### src/rtl/alu_defs.sv
// Shared definitions for the ALU issue stage: opcodes,
// instruction field layout, FSM states, immediate helper.
package alu_defs;

    localparam logic [2:0] OP_PASS2 = 3'd0;
    localparam logic [2:0] OP_PASS1 = 3'd1;
    localparam logic [2:0] OP_ADD   = 3'd2;
    localparam logic [2:0] OP_MUL   = 3'd3;
    localparam logic [2:0] OP_EQ    = 3'd4;
    localparam logic [2:0] OP_LT    = 3'd5;
    localparam logic [2:0] OP_NEG   = 3'd6;
    localparam logic [2:0] OP_RSVD  = 3'd7;

    localparam int FLD_W      = 3;
    localparam int IMM_W      = 16;
    localparam int OP_MSB     = 31;
    localparam int RD_MSB     = 28;
    localparam int RS1_MSB    = 25;
    localparam int RS2_MSB    = 22;
    localparam int IMMSEL_BIT = 19;
    localparam int IMM_MSB    = 15;

    typedef enum logic [1:0] {
        S_IDLE = 2'd0,
        S_EXEC = 2'd1,
        S_WB   = 2'd2
    } state_e;

    function automatic logic [31:0] sext16(input logic [15:0] v);
        return {{16{v[15]}}, v};
    endfunction

endpackage

### src/rtl/alu_issue_ctrl_regfile.sv
// Register file: two async read ports plus a debug port,
// one sync write port, R0 hardwired to zero, async clear.
module regfile_2r1w #(
    parameter int NREG = 8,
    parameter int AW   = 3
) (
    input  logic          clk,
    input  logic          rst_n,
    input  logic [AW-1:0] i_ra1,
    input  logic [AW-1:0] i_ra2,
    input  logic [AW-1:0] i_rad,
    input  logic          i_we,
    input  logic [AW-1:0] i_wa,
    input  logic [31:0]   i_wd,
    output logic [31:0]   o_rd1,
    output logic [31:0]   o_rd2,
    output logic [31:0]   o_rdd
);

    logic [31:0] r_mem [NREG];

    // Storage: cleared on reset, writes to R0 discarded
    always_ff @(posedge clk or negedge rst_n) begin
        if (!rst_n) begin
            for (int i = 0; i < NREG; i++) begin
                r_mem[i] <= '0;
            end
        end else if (i_we && (i_wa != '0)) begin
            r_mem[i_wa] <= i_wd;
        end
    end

    assign o_rd1 = (i_ra1 == '0) ? '0 : r_mem[i_ra1];
    assign o_rd2 = (i_ra2 == '0) ? '0 : r_mem[i_ra2];
    assign o_rdd = (i_rad == '0) ? '0 : r_mem[i_rad];

endmodule

### src/rtl/alu_issue_ctrl.sv
// ALU issue stage: accepts an instruction, reads operands,
// drives the external ALU, captures and writes back its result.
module alu_issue_ctrl #(
    parameter int NREG = 8,
    parameter int AW   = 3
) (
    input  logic          clk,
    input  logic          rst_n,
    input  logic [31:0]   instr,
    input  logic          instr_valid,
    output logic          instr_ready,
    output logic [2:0]    alu_op,
    output logic [31:0]   alu_in1,
    output logic [31:0]   alu_in2,
    input  logic [31:0]   alu_out,
    output logic          done,
    output logic [31:0]   result,
    output logic          illegal,
    input  logic [AW-1:0] dbg_addr,
    output logic [31:0]   dbg_data
);

    import alu_defs::*;

    state_e        r_state;
    state_e        w_state_nxt;
    logic          w_ready;
    logic          w_done;
    logic          w_accept;
    logic          w_we;
    logic [2:0]    w_op;
    logic [2:0]    w_rd;
    logic [2:0]    w_rs1;
    logic [2:0]    w_rs2;
    logic          w_isel;
    logic [15:0]   w_imm;
    logic [31:0]   w_rs1_data;
    logic [31:0]   w_rs2_data;
    logic [31:0]   w_in2;
    logic          w_unused;
    logic [2:0]    r_alu_op;
    logic [31:0]   r_alu_in1;
    logic [31:0]   r_alu_in2;
    logic [AW-1:0] r_rd;
    logic          r_ill;
    logic [31:0]   r_res_q;
    logic [31:0]   r_result;

    assign w_op   = instr[OP_MSB -: FLD_W];
    assign w_rd   = instr[RD_MSB -: FLD_W];
    assign w_rs1  = instr[RS1_MSB -: FLD_W];
    assign w_rs2  = instr[RS2_MSB -: FLD_W];
    assign w_isel = instr[IMMSEL_BIT];
    assign w_imm  = instr[IMM_MSB -: IMM_W];

    assign w_unused = ^instr[18:16];

    regfile_2r1w #(
        .NREG (NREG),
        .AW   (AW)
    ) u_rf (
        .clk   (clk),
        .rst_n (rst_n),
        .i_ra1 (AW'(w_rs1)),
        .i_ra2 (AW'(w_rs2)),
        .i_rad (dbg_addr),
        .i_we  (w_we),
        .i_wa  (r_rd),
        .i_wd  (r_res_q),
        .o_rd1 (w_rs1_data),
        .o_rd2 (w_rs2_data),
        .o_rdd (dbg_data)
    );

    assign w_in2 = w_isel ? sext16(w_imm) : w_rs2_data;

    // State register
    always_ff @(posedge clk or negedge rst_n) begin
        if (!rst_n) begin
            r_state <= S_IDLE;
        end else begin
            r_state <= w_state_nxt;
        end
    end

    // Next state and per-state strobes
    always_comb begin
        w_state_nxt = r_state;
        w_ready     = 1'b0;
        w_done      = 1'b0;
        unique case (r_state)
            S_IDLE: begin
                w_ready = 1'b1;
                if (instr_valid) begin
                    w_state_nxt = S_EXEC;
                end
            end
            S_EXEC: begin
                w_state_nxt = S_WB;
            end
            S_WB: begin
                w_done      = 1'b1;
                w_state_nxt = S_IDLE;
            end
            default: begin
                w_state_nxt = S_IDLE;
            end
        endcase
    end

    assign w_accept = w_ready && instr_valid;
    assign w_we     = w_done && !r_ill && (r_rd != '0);

    // Operand capture on accept; held until the next accept
    always_ff @(posedge clk or negedge rst_n) begin
        if (!rst_n) begin
            r_alu_op  <= '0;
            r_alu_in1 <= '0;
            r_alu_in2 <= '0;
            r_rd      <= '0;
            r_ill     <= 1'b0;
        end else if (w_accept) begin
            r_alu_op  <= w_op;
            r_alu_in1 <= w_rs1_data;
            r_alu_in2 <= w_in2;
            r_rd      <= AW'(w_rd);
            r_ill     <= (w_op == OP_RSVD);
        end
    end

    // Result capture in EXEC, retired copy held after WB
    always_ff @(posedge clk or negedge rst_n) begin
        if (!rst_n) begin
            r_res_q  <= '0;
            r_result <= '0;
        end else begin
            if (r_state == S_EXEC) begin
                r_res_q <= r_ill ? '0 : alu_out;
            end
            if (w_done) begin
                r_result <= r_res_q;
            end
        end
    end

    assign instr_ready = w_ready;
    assign done        = w_done;
    assign illegal     = w_done && r_ill;
    assign result      = w_done ? r_res_q : r_result;
    assign alu_op      = r_alu_op;
    assign alu_in1     = r_alu_in1;
    assign alu_in2     = r_alu_in2;

endmodule
### config.mk
export PLATFORM = sky130hd
export DESIGN_NAME = alu_issue_ctrl
export DESIGN_NICKNAME = d
export VERILOG_FILES = /design/src/rtl/alu_defs.sv /design/src/rtl/alu_issue_ctrl_regfile.sv /design/src/rtl/alu_issue_ctrl.sv
export SDC_FILE = /design/constraint.sdc
export NUM_CORES = 1
export LEC_CHECK = 0
export CORE_MARGIN = 2
export CORE_UTILIZATION = 50
export CTS_BUF_LIST = sky130_fd_sc_hd__clkbuf_4 sky130_fd_sc_hd__clkbuf_8 sky130_fd_sc_hd__clkbuf_16
export DETAILED_ROUTE_END_ITERATION = 7
export PLACE_DENSITY_LB_ADDON = 0.08
export REMOVE_ABC_BUFFERS = 1
export SETUP_SLACK_MARGIN = 0.15
export SLEW_MARGIN = 20
export SYNTH_ARGS = -nofsm -noshare
export SYNTH_HDL_FRONTEND = slang
export SYNTH_HIERARCHICAL = 1
export SYNTH_SLANG_ARGS = --single-unit
### constraint.sdc
create_clock -name clk -period 2.25 [get_ports clk]
set_input_delay 0.45 -clock clk [delete_from_list [all_inputs] [get_ports clk]]
set_output_delay 0.45 -clock clk [all_outputs]
set_load 0.01 [all_outputs]
Yosys cells after proc, flatten, opt, wreduce, memory -nomap -nowiden
Index checks and enable logic that the tools add are counted.
{"block": "word_totals", "register_bits": 393}
{"block": "op_classes", "n_lt_le_gt_ge": 5, "n_eq_ne": 4, "muxes": 22, "n_bitwise": 4, "reduce_logical": 12}
{"operator": "2-to-1 mux 32 bit", "n": 13}
{"operator": "binary-select mux 32 bit (select 3 bit)", "n": 3}
{"operator": "bitwise mux 256 bit", "n": 1}
{"operator": "demux 32 bit (select 3 bit)", "n": 1}
{"operator": ">= comparator 4 bit (second input constant)", "n": 4}
{"operator": "inverter 3 -> 4 bit", "n": 4}
{"operator": "logical NOT 3 bit", "n": 3}
{"operator": "logical AND 1 bit", "n": 6}
{"operator": "< comparator 4 x 1 -> 1 bit (second input constant)", "n": 1}
{"operator": "case mux 2 bit (2 select lines)", "n": 1}
{"operator": "== test 3 bit (second input constant)", "n": 1}
{"operator": "nonzero test 3 bit", "n": 1}
{"operator": "== test 2 x 1 -> 1 bit (second input constant)", "n": 1}
{"operator": "== test 2 bit (second input constant)", "n": 1}
{"operator": "logical NOT 2 bit", "n": 1}
{"operator": "2-to-1 mux 1 bit", "n": 2}
{"operator": "2-to-1 mux 2 bit", "n": 1}
{"operator": "!= test 2 bit (second input constant)", "n": 1}
{"operator": "logical NOT 1 bit", "n": 1}

Longest topological paths before layout
{"block": "logic_depth", "word_depth": 6, "ltp_mapped": 9, "mapped_depth_nobuf": 5}

Modules after synthesis
The synthesis kept the hierarchy.
{"mod": "regfile_2r1w", "instances": 1, "cells_each": 1073, "area_each_um2": 14077.3}
{"mod": "alu_issue_ctrl", "instances": 1, "cells_each": 368, "area_each_um2": 5959.5}

Least setup slack after synthesis
OpenSTA, ideal clock, no wires.
{"block": "synth_path", "kind": "reg-to-reg", "from": "register r_state[1]", "to": "register u_rf/r_mem[100] (netlist bit)", "setup_ns": 0.125, "t_arrival_ns": 1.987, "required_ns": 2.125, "path_slack_ns": 0.138, "path_stages_with_launch": 10, "n_path_buf": 4, "period_less_slack_ns": 2.112, "path_cell_list": "dfrtp_1 -> nor2b_1 -> buf_4 -> buf_6 -> nor3b_1 -> buf_4 -> nand2_1 -> nor3_4 -> buf_4 -> mux2_2"}
{"block": "synth_via", "elab_chain_cells": 5}
{"element": "start: declaration", "line_no": "alu_issue_ctrl.sv:25", "text": "state_e r_state;"}
{"element": "start signal: assignment", "line_no": "alu_issue_ctrl.sv:82", "text": "r_state <= w_state_nxt;"}
{"element": "== test 2 bit", "line_no": "alu_issue_ctrl.sv:91", "text": "unique case (r_state)"}
{"element": "2-to-1 mux 1 bit", "line_no": "alu_issue_ctrl.sv:91"}
{"element": "net done", "line_no": "alu_issue_ctrl.sv:16", "text": "output logic done,"}
{"element": "logical AND 1 bit (2 in series)", "line_no": "alu_issue_ctrl.sv:112", "text": "assign w_we = w_done && !r_ill && (r_rd != '0);"}
{"element": "net w_we", "line_no": "alu_issue_ctrl.sv:30", "text": "logic w_we;"}
{"element": "logical AND 1 bit", "line_no": "alu_issue_ctrl_regfile.sv:28", "text": "end else if (i_we && (i_wa != '0)) begin"}
{"element": "end signal: indexed assignment", "line_no": "alu_issue_ctrl_regfile.sv:29", "text": "r_mem[i_wa] <= i_wd;"}
{"element": "end: declaration", "line_no": "alu_issue_ctrl_regfile.sv:20", "text": "logic [31:0] r_mem [NREG];"}
The timed path passes the listed nets, and every way through them passes these cells.
A chain may end at the register's enable or synchronous reset.

Worst setup path in the final report
{"block": "layout_path", "from": "register r_state[0]", "to": "output result[18]"}
{"block": "layout_via", "elab_chain_cells": 3}
{"element": "== test 2 bit", "line_no": "alu_issue_ctrl.sv:91"}
{"element": "2-to-1 mux 1 bit", "line_no": "alu_issue_ctrl.sv:91"}
{"element": "2-to-1 mux 32 bit"}
{"element": "end: declaration", "line_no": "alu_issue_ctrl.sv:17", "text": "output logic [31:0] result,"}
Every way passes these cells.

==> results.md <==
Clock tree:
- In this run the clock root is driven by a sky130_fd_sc_hd__clkbuf_16.
- Counting every sink on the clock net gives 361.
- Counting the buffers created by CTS gives between 40 and 50.
- The longest clock path from root to sink contains 3 buffers.
- TritonCTS built the clock tree.
- The later-pin clock latency in the skew report is around 570 ps.
- In this run the number of H-tree levels came out at 2.
- Clock-pin slew was measured on the worst setup and hold paths at 60 ps.

Power and ir drop:
- Summed over all cells, the static leakage comes to about 0.013 µW.
- For this design the ratio of total power to cell area is 1130 nW/µm².
- In this run the power spent charging and discharging nets is 10200 µW.
- Of the total power, the share spent switching nets is 0.323.
- The power share of the combinational group is 0.393.
- The sequential fraction of design power is 0.378.
- The clock power share is 0.230.
- The internal power is 21300 µW.
- The worst-case IR drop observed on VDD is 792 µV.

GRT:
- The initial antenna violation count was 2.
- The first global-routing pass estimated 97.0 mm of wire.
- The maximum number of pins on one net before global-route repair is 57.
- The via count of the first global-routing pass is 15.4k.
- For this run, the total global-route usage over all layers was measured as 0.309.
- Summed over all layers, the global routing overflow is 0.

Timing:
- The least setup slack across all paths after layout is -173 ps.
- The smallest clock period supported by the final layout is computed as 2420 ps.
- The maximum clock frequency is 0.413 GHz.
- The clock arrives with between 20 and 25 ps of skew.
- Of the available clock period, the critical path in the final layout requires 1.08.
- Setup repair after global routing could not meet its margin everywhere.
- Setup violations remaining at the end of the flow were counted as 56.
- The transition time of the tightest slew-check pin is 547 ps.
- The count of pins over their slew limit was 0.
- The remaining max-slew budget at the tightest pin is 0.636.
- The tightest hold path in the finished design has a slack of around 350 ps.
- The hold violation total from the final report is 0.

Yosys:
- Of the total synthesized cell area, the portion taken by AND, OR, NAND and NOR gates is 0.0254.
- In the synthesized netlist, the number of instances is 1441.
- The share of synthesized area spent on multiplexers is 0.386.
- The count of yosys warnings during synthesis is 6.
- The share of the Yosys chip area taken by registers is 0.451.
- The synthesized design contains 361 register bits.
- The count of unique library cells instantiated by Yosys is 35.
- Of the total synthesized cell area, the portion taken by full adders, half adders and majority gates is 0.
- The XOR/XNOR share of the synthesized area is 0.
- The synthesized cell area is approximately 20000 µm².
- The dominant combinational cell family by area after synthesis is multiplexers.
- The compound-gate portion of the synthesized area was 0.0862.
- The average instance in the mapped netlist occupies between 10 and 15 µm².

Cells and area:
- The area growth from synthesis to final layout is 38.7%.
- The layout has 2765 filler cells.
- In the final layout, the share of cells above drive strength 1 is 0.494.
- Leaving out fill and tap cells, the most frequent cells in the layout are 360 x sky130_fd_sc_hd__dfrtp_1, 266 x sky130_fd_sc_hd__mux2_4, 184 x sky130_fd_sc_hd__mux2i_1, 177 x sky130_fd_sc_hd__buf_4, 132 x sky130_fd_sc_hd__mux2_2.
- The most common library cell in the layout ignoring fill and taps is sky130_fd_sc_hd__dfrtp_1.
- After the last flow step, the layout net total stands at 1891.

Drt:
- The detailed-router iteration count before antenna repair is 5.
- In the routed design, unresolved DRC markers number 0.
- The number of vias in the routed layout is 14.9k.
- After the first detailed-routing iteration, the DRC count stood at 1346.
- The per-cell via count in the routed design is around 6.3.
- The average wire per standard cell is 28.4 µm.
- The detail route stage leaves a number of antenna-violating nets equal to 0.
- For this block, the routed nets add up to 67.6 mm of wire.

Run status:
- The checks that failed: negative setup slack.
- The flow ran to the end, but the final reports show violations.

Place:
- Detailed placement ended at an HPWL of between 30 and 40 mm.
- The congestion estimate from routability-driven global placement came to 0.833.
- Buffers placed on the I/O ports in this run total 200.
- At the placement stage, the worst setup path has a slack of -636 ps.

Die:
- The number of rows created at floorplan is between 70 and 80.
- The die covers 41700 µm².
- For this design the top-level I/O count stands at 204.
- The area of the core is 39600 µm².
- From bottom edge to top edge, the die measures 204 µm.
- Measured along the x axis, the die boundary spans 204 µm.
- For this configuration, the core starts out at a cell density of 0.505.

Setup path:
- The worst setup path is captured at an output port.
- By startpoint and endpoint, the worst setup path is classified as flip-flop to output port.
- In this run the worst path has a maximum fanout of 5.
- At the worst endpoint, the required time is roughly 1800 ps.
- At the worst endpoint, the arrival time is 1970 ps.
- STA classifies the critical path startpoint as a flip-flop.

Job:
- Max-cap violations in this run came to 0.

Hold path:
- The worst hold-check path type is primary input to flip-flop.
[metrics by stage]
step	area (µm²)	setup TNS, ps	utilization	cells	power (µW)
5_1_grt	27800	-8380	0.701	2377	32900
4_1_cts	26500	-5000	0.669	2332	30300
2_1_floorplan	19000	-714560	-	1301	16600
6_report	27800	-5100	0.701	2377	31400
3_5_place_dp	23400	-17610	0.591	2175	21400
3_3_place_gp	23400	-17610	0.591	2175	21100
[power by group through the flow]
stage                     Combinational [µW]  Clock, µW  Sequential, µW
final                                  12300       7220           11900
after floorplan                         5480          0           11200
after CTS                              11400       7300           11600
after global placement                  9430          0           11700
after global routing                   13100       7610           12200
after detailed placement                9610          0           11800
[worst paths after layout]
check / startpoint / endpoint / slack [ps] / cells after the start
min in group asynchronous: rst_n / alu_in2[6] / 440 / 2
max reg2reg: r_state[0] / u_rf/r_mem[113] / -50 / 11
min reg2reg: alu_in2[0] / alu_in2[0] / 480 / 1
max: r_state[0] / result[18] / -170 / 6
min: instr[19] / alu_in2[6] / 350 / 3
max in group asynchronous: rst_n / r_res_q[29] / 1060 / 3
[critical path: stages, from the launching register on]
cell                      delay, ps
sky130_fd_sc_hd__dfrtp_1        400
sky130_fd_sc_hd__nor2b_4        160
sky130_fd_sc_hd__buf_12         140
sky130_fd_sc_hd__buf_12         130
sky130_fd_sc_hd__buf_16         140
sky130_fd_sc_hd__mux2_4         320
sky130_fd_sc_hd__buf_6          120
[layer usage]
metal	vias up	share of wire	track usage
met2	642	0.46	0.480
li1	6350	-	-
met3	139	0.066	0.0620
met5	-	0.00019	0
met1	7805	0.44	0.426
met4	2	0.033	0.123
[registers in the layout, summed over array words and instances (netlist names)]
name and count:
alu_in2 32, alu_op 3, r_res_q 32, u_rf/r_mem 224, r_state 2, r_result 32
r_ill 1, alu_in1 32, r_rd 3
[kinds of logic after synthesis]
kind of cell	after synthesis
AND/OR/NAND/NOR	65
flip-flops	361
multiplexers	675
buffers and inverters	142
AO/OA/AOI/OAI	198
[Yosys cell counts (all sizes together)]
library cell  count  share of area
a211oi            5         0.0019
a21oi             2        0.00050
a221oi          183          0.081
a22o              2        0.00087
a311oi            4         0.0017
a31oi             2        0.00062
and2              4         0.0012
and2b            15         0.0057
and3              1        0.00031
and3b             1        0.00044
and4bb            2         0.0012
buf             106          0.044
clkbuf           34         0.0064
dfrtp           361           0.45
inv               2        0.00037
mux2            487           0.29
mux2i           188          0.094
nand2             3        0.00056
nand2b            1        0.00031
nand4             1        0.00062
nand4b            3         0.0036
nor2              1        0.00019
nor2b            29         0.0091
nor3              2         0.0011
nor3b             2         0.0010
[area by class of cell]
cell class,count,area [µm²],share of cell area
Multi-Input combinational cell,939,11400,0.409
Sequential cell,361,9030,0.325
Timing Repair Buffer,476,5270,0.190
Clock buffer,59,1220,0.0438
Tap cell,525,657,0.0236
Clock inverter,14,224,0.00806
Inverter,2,7.51,0.000270
Antenna cell,1,2.50,0.0000901
[timing repair]
item | CTS | global route
hold endpoints to repair | 47 | 0
gates resized for setup | 475 | 149
setup endpoints to repair | 67 | 161
hold buffers | 1 | 0
buffers inserted | 75 | 33
cloned | 8 | 11
pin swaps | 29 | 37
Power figures use the tool's default switching activity.
